File: src/rtl/posit_normalizer_pkg.sv
// Shared types and constants for the posit normalise-and-encode stage.
package posit_normalizer_pkg;

    localparam int NBITS_DEF = 8;
    localparam int EN_DEF    = 1;
    localparam int MW        = 8;   // fraction sum width from the mantissa adder
    localparam int SW        = 12;  // signed scale register width

    localparam logic [NBITS_DEF-1:0] MAXPOS = {1'b0, {(NBITS_DEF-1){1'b1}}};
    localparam logic [NBITS_DEF-1:0] MINPOS = {{(NBITS_DEF-1){1'b0}}, 1'b1};

    localparam logic signed [SW-1:0] SCALE_ONE = SW'(1);

    typedef enum logic [1:0] {
        ST_IDLE,
        ST_NORM,
        ST_ENCODE,
        ST_DONE
    } norm_state_t;

    typedef enum logic {
        SIGN_POS,
        SIGN_NEG
    } sign_t;

    function automatic logic signed [SW-1:0] sext8(input logic [7:0] v);
        return {{(SW-8){v[7]}}, v};
    endfunction

endpackage

File: src/rtl/posit_normalizer_if.sv
// Operand-in / posit-out handshake bundle between the adder, the normaliser and its consumer.
interface posit_normalizer_if #(
    parameter int NBITS = 8
);
    logic             in_valid;
    logic             in_ready;
    logic [7:0]       mantissa_sum;
    logic [7:0]       interim_regime;
    logic [7:0]       interim_exponent;
    logic             negate_result;
    logic             out_valid;
    logic             out_ready;
    logic [NBITS-1:0] out_posit;

    modport master (
        output in_valid, mantissa_sum, interim_regime, interim_exponent, negate_result, out_ready,
        input  in_ready, out_valid, out_posit
    );

    modport slave (
        input  in_valid, mantissa_sum, interim_regime, interim_exponent, negate_result, out_ready,
        output in_ready, out_valid, out_posit
    );
endinterface

File: src/rtl/posit_normalizer_encoder.sv
// Packs regime k, exponent e and fraction into a posit word with saturation and sign.
// POSIT_NORM_ROUND_EN selects round-to-nearest-even of the dropped bits; otherwise truncation.
module posit_encoder
    import posit_normalizer_pkg::*;
#(
    parameter int NBITS = NBITS_DEF,
    parameter int EN    = EN_DEF
) (
    input  logic signed [SW-1:0] k_i,
    input  logic [EN-1:0]        e_i,
    input  logic [MW-2:0]        frac_i,
    input  logic                 zero_i,
    input  sign_t                sign_i,
    output logic [NBITS-1:0]     word_o
);
    localparam int BODY_W = 1 + EN + MW - 1;
    localparam int BUF_W  = NBITS - 1 + BODY_W;
    localparam int RW     = $clog2(BUF_W + 1);
    localparam logic signed [SW-1:0] K_SAT_HI = SW'(NBITS - 2);
    localparam logic signed [SW-1:0] K_SAT_LO = SW'(-(NBITS - 2));

    logic [RW-1:0]    run_len;
    logic [BUF_W-1:0] body_buf;
    logic [BUF_W-1:0] packed_buf;
    logic [NBITS-2:0] trunc;
    logic [NBITS-1:0] rounded;
    logic [NBITS-1:0] mag;
`ifdef POSIT_NORM_ROUND_EN
    logic guard;
    logic sticky;
`else
    logic unused_dropped;
`endif

    always_comb begin
        // Regime run: k>=0 is k+1 ones closed by 0, k<0 is -k zeros closed by 1.
        run_len    = k_i[SW-1] ? RW'(-k_i) : RW'(k_i + SCALE_ONE);
        body_buf   = {k_i[SW-1], e_i, frac_i, {(NBITS-1){1'b0}}} >> run_len;
        packed_buf = k_i[SW-1] ? body_buf : (body_buf | ~({BUF_W{1'b1}} >> run_len));
        trunc      = packed_buf[BUF_W-1 -: NBITS-1];
`ifdef POSIT_NORM_ROUND_EN
        guard      = packed_buf[BODY_W-1];
        sticky     = |packed_buf[BODY_W-2:0];
        rounded    = {1'b0, trunc} + NBITS'(guard & (sticky | trunc[0]));
`else
        unused_dropped = ^packed_buf[BODY_W-1:0];
        rounded    = {1'b0, trunc};
`endif
        if (k_i >= K_SAT_HI)
            mag = MAXPOS;
        else if (k_i < K_SAT_LO)
            mag = MINPOS;
        else if (rounded > MAXPOS)
            mag = MAXPOS;
        else
            mag = rounded;

        if (zero_i)
            word_o = '0;
        else if (sign_i == SIGN_NEG)
            word_o = -mag;
        else
            word_o = mag;
    end

endmodule

File: src/rtl/posit_normalizer.sv
// Sequential normalise-and-encode stage behind the posit mantissa adder (one shift per cycle).
// Rounding mode chosen by POSIT_NORM_ROUND_EN in the encoder.
module posit_normalizer
    import posit_normalizer_pkg::*;
#(
    parameter int NBITS = NBITS_DEF,
    parameter int EN    = EN_DEF
) (
    input logic               clk,
    input logic               rst_n,
    posit_normalizer_if.slave bus
);
    norm_state_t          state_q;
    logic [MW-1:0]        m_q;
    logic signed [SW-1:0] s_q;
    sign_t                sign_q;
    logic                 zero_q;
    logic                 out_valid_q;
    logic [NBITS-1:0]     out_posit_q;

    logic signed [SW-1:0] s_d;
    logic signed [SW-1:0] s_adj;
    logic signed [SW-1:0] k_enc;
    logic [EN-1:0]        e_enc;
    logic [NBITS-1:0]     enc_word;

    always_comb begin
        s_d   = (sext8(bus.interim_regime) <<< EN) + sext8(bus.interim_exponent) + SCALE_ONE;
        // m holds 0.f; the packed form is 1.f, one binade lower.
        s_adj = s_q - SCALE_ONE;
        k_enc = s_adj >>> EN;
        e_enc = s_adj[EN-1:0];
    end

    posit_encoder #(
        .NBITS (NBITS),
        .EN    (EN)
    ) u_encoder (
        .k_i    (k_enc),
        .e_i    (e_enc),
        .frac_i (m_q[MW-2:0]),
        .zero_i (zero_q),
        .sign_i (sign_q),
        .word_o (enc_word)
    );

    always_ff @(posedge clk) begin
        if (!rst_n) begin
            state_q     <= ST_IDLE;
            m_q         <= '0;
            s_q         <= '0;
            sign_q      <= SIGN_POS;
            zero_q      <= 1'b0;
            out_valid_q <= 1'b0;
            out_posit_q <= '0;
        end else begin
            case (state_q)
                ST_IDLE: begin
                    if (bus.in_valid) begin
                        m_q     <= bus.mantissa_sum;
                        s_q     <= s_d;
                        sign_q  <= bus.negate_result ? SIGN_NEG : SIGN_POS;
                        zero_q  <= (bus.mantissa_sum == '0);
                        state_q <= ST_NORM;
                    end
                end
                ST_NORM: begin
                    // A zero operand passes through once so every operand sees 2+L latency.
                    if (m_q[MW-1] || zero_q) begin
                        state_q <= ST_ENCODE;
                    end else begin
                        m_q <= m_q << 1;
                        s_q <= s_q - SCALE_ONE;
                    end
                end
                ST_ENCODE: begin
                    out_posit_q <= enc_word;
                    out_valid_q <= 1'b1;
                    state_q     <= ST_DONE;
                end
                ST_DONE: begin
                    if (bus.out_ready) begin
                        out_valid_q <= 1'b0;
                        state_q     <= ST_IDLE;
                    end
                end
                default: state_q <= ST_IDLE;
            endcase
        end
    end

    assign bus.in_ready  = (state_q == ST_IDLE);
    assign bus.out_valid = out_valid_q;
    assign bus.out_posit = out_posit_q;

endmodule

File: src/flat_wrapper.sv
// flat-port wrapper written by rule: the top's interface ports become plain ports
module posit_normalizer_flat import posit_normalizer_pkg::*;
#(
    parameter int NBITS = NBITS_DEF,
    parameter int EN    = EN_DEF
)
  (clk, rst_n, bus_in_valid, bus_mantissa_sum, bus_interim_regime, bus_interim_exponent, bus_negate_result, bus_out_ready, bus_in_ready, bus_out_valid, bus_out_posit);
  posit_normalizer_if #(.NBITS(NBITS)) bus_i ();
  input logic clk;
  input logic rst_n;
  input wire logic [$bits(bus_i.in_valid)-1:0] bus_in_valid;
  input wire logic [$bits(bus_i.mantissa_sum)-1:0] bus_mantissa_sum;
  input wire logic [$bits(bus_i.interim_regime)-1:0] bus_interim_regime;
  input wire logic [$bits(bus_i.interim_exponent)-1:0] bus_interim_exponent;
  input wire logic [$bits(bus_i.negate_result)-1:0] bus_negate_result;
  input wire logic [$bits(bus_i.out_ready)-1:0] bus_out_ready;
  output wire logic [$bits(bus_i.in_ready)-1:0] bus_in_ready;
  output wire logic [$bits(bus_i.out_valid)-1:0] bus_out_valid;
  output wire logic [$bits(bus_i.out_posit)-1:0] bus_out_posit;
  assign bus_i.in_valid = bus_in_valid;
  assign bus_i.mantissa_sum = bus_mantissa_sum;
  assign bus_i.interim_regime = bus_interim_regime;
  assign bus_i.interim_exponent = bus_interim_exponent;
  assign bus_i.negate_result = bus_negate_result;
  assign bus_i.out_ready = bus_out_ready;
  assign bus_in_ready = bus_i.in_ready;
  assign bus_out_valid = bus_i.out_valid;
  assign bus_out_posit = bus_i.out_posit;
  posit_normalizer #(.NBITS(NBITS), .EN(EN)) u_core (.clk(clk), .rst_n(rst_n), .bus(bus_i));
endmodule
File: config.mk
export PLATFORM = sky130hd
export DESIGN_NAME = posit_normalizer_flat
export DESIGN_NICKNAME = d
export VERILOG_FILES = /design/src/rtl/posit_normalizer_pkg.sv /design/src/rtl/posit_normalizer_if.sv /design/src/rtl/posit_normalizer_encoder.sv /design/src/rtl/posit_normalizer.sv /design/src/flat_wrapper.sv
export SDC_FILE = /design/constraint.sdc
export NUM_CORES = 1
export LEC_CHECK = 0
export CAP_MARGIN = 5
export CORE_UTILIZATION = 30
export DETAILED_ROUTE_END_ITERATION = 8
export PLACE_DENSITY = 0.58
export SLEW_MARGIN = 25
export SYNTH_ARGS = -nofsm -noshare
export SYNTH_HDL_FRONTEND = slang
export SYNTH_SLANG_ARGS = --single-unit
File: constraint.sdc
create_clock -name clk -period 5 [get_ports clk]
set_clock_uncertainty 0.15 [all_clocks]
set_input_delay 0.5 -clock clk [delete_from_list [all_inputs] [get_ports clk]]
set_output_delay 0.5 -clock clk [all_outputs]
set_load 0.005 [all_outputs]
Word level (Yosys, flattened, before mapping)

Index checks and enable logic that the tools add are counted.

Register bits: 33
Memories: 0
Input port bits: 29
Bits in latches: 0
Logic and storage cells: 54
RAM bits: 0
Memory bits (read-only): 0

Equal/unequal tests: 7
Add/sub/neg operators: 6
Muxes and demuxes: 19
Shift-type cells: 2
Reduce and logical (&&, ||, !) cells: 9
Divide/modulo/power cells: 0
Order comparisons: 2
Multipliers: 0
Bitwise operators: 2

Operators by type and width:

| cell                  | number |
|---|---|
| $mux 8                | 5 |
| $mux 12               | 2 |
| $pmux 12 s2           | 1 |
| $mux 16               | 1 |
| $not 16->16           | 1 |
| $or 16x16->16         | 1 |
| $pmux 8 s2            | 1 |
| $shr 16x5->16         | 1 |
| $shr 16x5->16 const A | 1 |
| $add 12x2->12 const B | 1 |
| $sub 12x2->12 const B | 1 |
| $ge 11x4->1 const B   | 1 |
| $lt 11x4->1 const B   | 1 |
| $add 9x8->10          | 1 |
| $logic_not 8->1       | 1 |
| $neg 8->8             | 1 |
| $pmux 2 s4            | 1 |
| $mux 7                | 1 |
| $mux 2                | 3 |
| $ne 2x2->1 const B    | 3 |
| $reduce_and 3->1      | 2 |
| $add 5x2->5 const B   | 1 |
| $mux 5                | 1 |
| $neg 5->5             | 1 |
| 9 further kinds       | 13 |

Longest topological paths before layout

Word-level depth: 12
Depth in mapped cells: 21
Depth with buffers taken out: 19

Modules after synthesis

A second synthesis with hierarchy kept.

Cells, all modules: 383
Area, all modules: 2,960.3 um^2

By module, submodules not included:

| module           | times used | area an instance (um^2) | cells an instance |
|---|---|---|---|
| posit_normalizer | 1          | 2,180.8                 | 269 |
| posit_encoder    | 1          | 779.5                   | 114 |

Worst setup path after synthesis

No wires, ideal clock.

Path kind: register -> register
From: reg u_core.s_q[1]
To: reg u_core.out_posit_q[4] (netlist: u_core.bus.out_posit[4])
Path slack: 1,067 ps
Data arrival time: 3,665 ps
Cell stages (with the launch flop): 18
Data required time: 4,732 ps
Path through: dfxtp_1 buf_6 nor4_4 nand3_4 xnor2_2 inv_2 ha_1 clkbuf_1 mux4_2 mux2i_1 and2_1 a31oi_1 inv_1 ha_1 inv_1 o31ai_1 xor2_1 o21ai_1

Longest elaborated chain between the ends: 12
Elaborated cells on any way between the ends: 16
Classes of those cells: 4 x add/sub; 2 x order compare; 2 x shift; 6 x mux; 2 x bitwise

RTL lines:

| element                                  | RTL line                       | RTL |
|---|---|---|
| from (decl)                              | posit_normalizer.sv:15         | `logic signed [SW-1:0] s_q;` |
| from (signal assigned)                   | posit_normalizer.sv:73         | `s_q <= s_q - SCALE_ONE;` |
| $sub 12x2->12 *                          | posit_normalizer.sv:30         | `s_adj = s_q - SCALE_ONE;` |
| $add 5x2->5 or $neg 5->5 (tied branches) | posit_normalizer_encoder.sv:37 | `run_len = k_i[SW-1] ? RW'(-k_i) : RW'(k_i + SCALE_ONE);` |
| $mux 5                                   | posit_normalizer_encoder.sv:37 |  |
| $shr 16x5->16                            | posit_normalizer_encoder.sv:39 | `packed_buf = k_i[SW-1] ? body_buf : (body_buf \| ~({BUF_W{1'b1}} >> run_len));` |
| $not 16->16                              | posit_normalizer_encoder.sv:39 |  |
| $or 16x16->16                            | posit_normalizer_encoder.sv:39 |  |
| $mux 16                                  | posit_normalizer_encoder.sv:39 |  |
| $mux 7                                   | posit_normalizer_encoder.sv:51 | `else if (k_i < K_SAT_LO)` |
| $mux 8 *                                 | posit_normalizer_encoder.sv:49 | `if (k_i >= K_SAT_HI)` |
| $neg 8->8                                | posit_normalizer_encoder.sv:61 | `word_o = -mag;` |
| $mux 8 *                                 | posit_normalizer_encoder.sv:60 | `else if (sign_i == SIGN_NEG)` |
| $mux 8 *                                 | posit_normalizer_encoder.sv:58 | `if (zero_i)` |
| to (signal assigned)                     | posit_normalizer.sv:77         | `out_posit_q <= enc_word;` |
| to (decl)                                | posit_normalizer.sv:19         | `logic [NBITS-1:0] out_posit_q;` |

Mark *: on every way between the ends. The rest lies on a longest branch, timed or not.
A chain may end at the register's enable or synchronous reset.

Worst setup path in the final report

From: reg u_core.s_q[0]
To: reg u_core.out_posit_q[6] (netlist: u_core.bus.out_posit[6])

The elaborated chain is that of the path after synthesis.

==> flow_metrics.env <==
export IMPL_finish_net_count=491
export IMPL_die_area_sq_um=11300
export IMPL_synth_cells=419
export IMPL_rsz0062_at_grt="false"
export IMPL_via_per_inst=5.37
export IMPL_synth_async_reset_ratio_pct=0
export IMPL_cts_made_buffers=5
export IMPL_ys_seq_elements=33
export IMPL_clock_latency_ns=0.28
export IMPL_dr_pass1_iters=4
export IMPL_cap_violations=0
export IMPL_htreeDepth=2
export IMPL_clock_sinks=33
export IMPL_antenna_found_initial=0
export IMPL_hold_end="u_core.bus.out_posit[1]"
export IMPL_rrSetupSlack_ns=0.62
export IMPL_die_w_microns=106
export IMPL_root_buffer="clkbuf_8"
export IMPL_arrival_ns=4.43
export IMPL_holdPathStages=2
export IMPL_io_pins=39
export IMPL_wl_per_cell_microns=14.2
export IMPL_clk_pin_slew_worst_paths_ns=0.07
export IMPL_min_period_over_period_pct=87.6
export IMPL_netlist_area_sq_um=3260
export IMPL_cp_required_ns=5.06
export IMPL_grt_use_total_pct=14.8
export IMPL_hold_start="u_core.bus.out_posit[1]"
export IMPL_synth_compound_area_share_pct=24.5
export IMPL_holdWs_ns=0.323
export IMPL_postRouteAntennaNets=0
export IMPL_yosysWarnings=0
export IMPL_layout_common_cells="clkdlybuf4s50_1, nor2_1, dfxtp_1"
export IMPL_grt_ovfl_total=0
export IMPL_die_h_microns=106
export IMPL_synth_simple_gate_area_share_pct=25.8
export IMPL_status="finished clean"
export IMPL_ys_flop_type="dfxtp_1"
export IMPL_mostFrequentLayoutCell="clkdlybuf4s50_1"
export IMPL_gp_congestion=0.869
export IMPL_design_area_sq_um=3840
export IMPL_crit_type="flip-flop to flip-flop"
export IMPL_worst_slew_pin_slew_ns=0.837
export IMPL_routed_wl_microns=8230
export IMPL_synthMuxAreaShare_pct=8.34
export IMPL_grt_pass1_vias=2915
export IMPL_synth_edff_count=0
export IMPL_timing_rr_start="u_core.s_q[0]"
export IMPL_regToRegEndpoint="u_core.bus.out_posit[6]"
export IMPL_grt_max_degree=33
export IMPL_ys_types=67
export IMPL_fill_cells=1106
export IMPL_cts_hold_buf=0
export IMPL_drtIter0Drc=206
export IMPL_clock_path_buffers=2
export IMPL_rows=37
export IMPL_antenna_cells=0
export IMPL_cts_repair_resized=0
export IMPL_cts_setup_buffers=0
export IMPL_dp_hpwl_microns=6410
export IMPL_setup_tns_final_ns=0
export IMPL_synth_adder_area_share_pct=7.91
export IMPL_synthXorXnorAreaFrac_pct=7.45
export IMPL_relSlewSlack_pct=44.1
export IMPL_synth_fp_nets=468
export IMPL_fmax_mhz=228
export IMPL_finalSetupViolations=0
export IMPL_drc_errors=0
export IMPL_place_area_sq_um=3720
export IMPL_syn_area_per_cell_sq_um=7.77
export IMPL_grt_pass1_wl_microns=13600
export IMPL_core_sq_um=10400
export IMPL_rr_worst_depth=15
export IMPL_path_max_fanout=13
export IMPL_cts_tree="done"
export IMPL_start_kind="flip-flop"
export IMPL_start_util_pct=31.3
export IMPL_synth_seq_area_share_pct=20.3
export IMPL_finalCriticalPeriod_ns=4.38
export IMPL_vias=3109
export IMPL_area_growth_pct=17.8
export IMPL_hold_path_class="flip-flop to flip-flop"
export IMPL_final_layout_size_suffix_gt1_share_pct=5.87
export IMPL_slew_viol_final=0
export IMPL_finalHoldViolCount=0
export IMPL_cp_end_kind="flip-flop"
export IMPL_numPortBuffers=38
export IMPL_synth_top_family_by_area="simple AND/OR/NAND/NOR gates"
[cell families after synthesis]
kind of cell / after synthesis
AOI/OAI and AO/OA: 119
muxes: 22
and+or+nand+nor: 153
adders and majority gates: 20
DFF: 33
buffers and inverters: 46
xor gates and xnor gates: 26
[worst max-delay path by stage]
stage                  start                       to  slack (ns)  depth (start not counted)
2_1_floorplan  u_core.s_q[1]  u_core.bus.out_posit[4]        1.07                         17
3_3_place_gp   u_core.s_q[0]  u_core.bus.out_posit[6]        0.85                         15
3_5_place_dp   u_core.s_q[0]  u_core.bus.out_posit[6]        0.68                         15
4_1_cts        u_core.s_q[0]  u_core.bus.out_posit[6]        0.65                         15
5_1_grt        u_core.s_q[0]  u_core.bus.out_posit[6]        0.19                         16
6_report       u_core.s_q[0]  u_core.bus.out_posit[6]        0.62                         15
[state kept, by name, summed over array words and instances (netlist names)]
name / count
u_core.bus.out_posit: 8
u_core.bus.out_valid: 1
u_core.m_q: 8
u_core.s_q: 12
u_core.sign_q: 1
u_core.state_q: 2
u_core.zero_q: 1
[cells in the mapped netlist, types with 12 or more instances]
cell type / n / area [sq um]
xnor2_1: 15 / 131
nor3_1: 12 / 60.1
mux2i_1: 17 / 170
o21ai_0: 15 / 75.1
nand2_1: 29 / 109
a211oi_1: 12 / 90.1
ha_1: 19 / 238
nor2b_1: 12 / 75.1
dfxtp_1: 33 / 661
nor2_1: 35 / 131
clkbuf_1: 16 / 60.1
a21oi_1: 26 / 130
inv_1: 20 / 75.1
[worst max-delay path, stage by stage (launching register included)]
cell and delay [ns]:
dfxtp_1 0.46, nor4_4 0.54, nand3_4 0.17, xnor2_2 0.36, inv_2 0.15, ha_1 0.53
mux4_2 0.54, mux2i_1 0.24, and2_1 0.17, a31oi_1 0.08, inv_1 0.09, ha_1 0.14
inv_1 0.06, nor3_1 0.29, nand4_1 0.14, a31oi_1 0.18
[metrics by stage]
stage | worst slack [ns] | util, % | cells
6_report | 0.622 | 36.8 | 579
5_1_grt | 0.186 | 36.8 | 579
4_1_cts | 0.648 | 36.8 | 579
3_5_place_dp | 0.679 | 35.7 | 571
3_3_place_gp | 0.846 | 35.7 | 571
2_1_floorplan | 1.07 | - | 419
[metal layers]
| metal | GRT usage (%) | vias to the layer above | routed length, microns |
|---|---|---|---|
| li1 | - | 1581 | - |
| met1 | 19.6 | 1471 | 4030 |
| met2 | 25.2 | 51 | 3880 |
| met3 | 2.27 | 6 | 232 |
| met4 | 3.47 | 0 | 78 |
| met5 | 0 | - | 0 |
[cell type report]
type,instances,area (sq um),share of cell area (%)
Timing Repair Buffer,40,395,10.3
Clock inverter,1,30.0,0.783
Inverter,22,82.6,2.15
Sequential cell,33,661,17.2
Tap cell,136,170,4.44
Clock buffer,7,86.3,2.25
Multi-Input combinational cell,340,2410,62.9
Power is left out: the tool's default activity adds up to more than one toggle a clock period on the data nets, which glitch-free logic cannot reach.
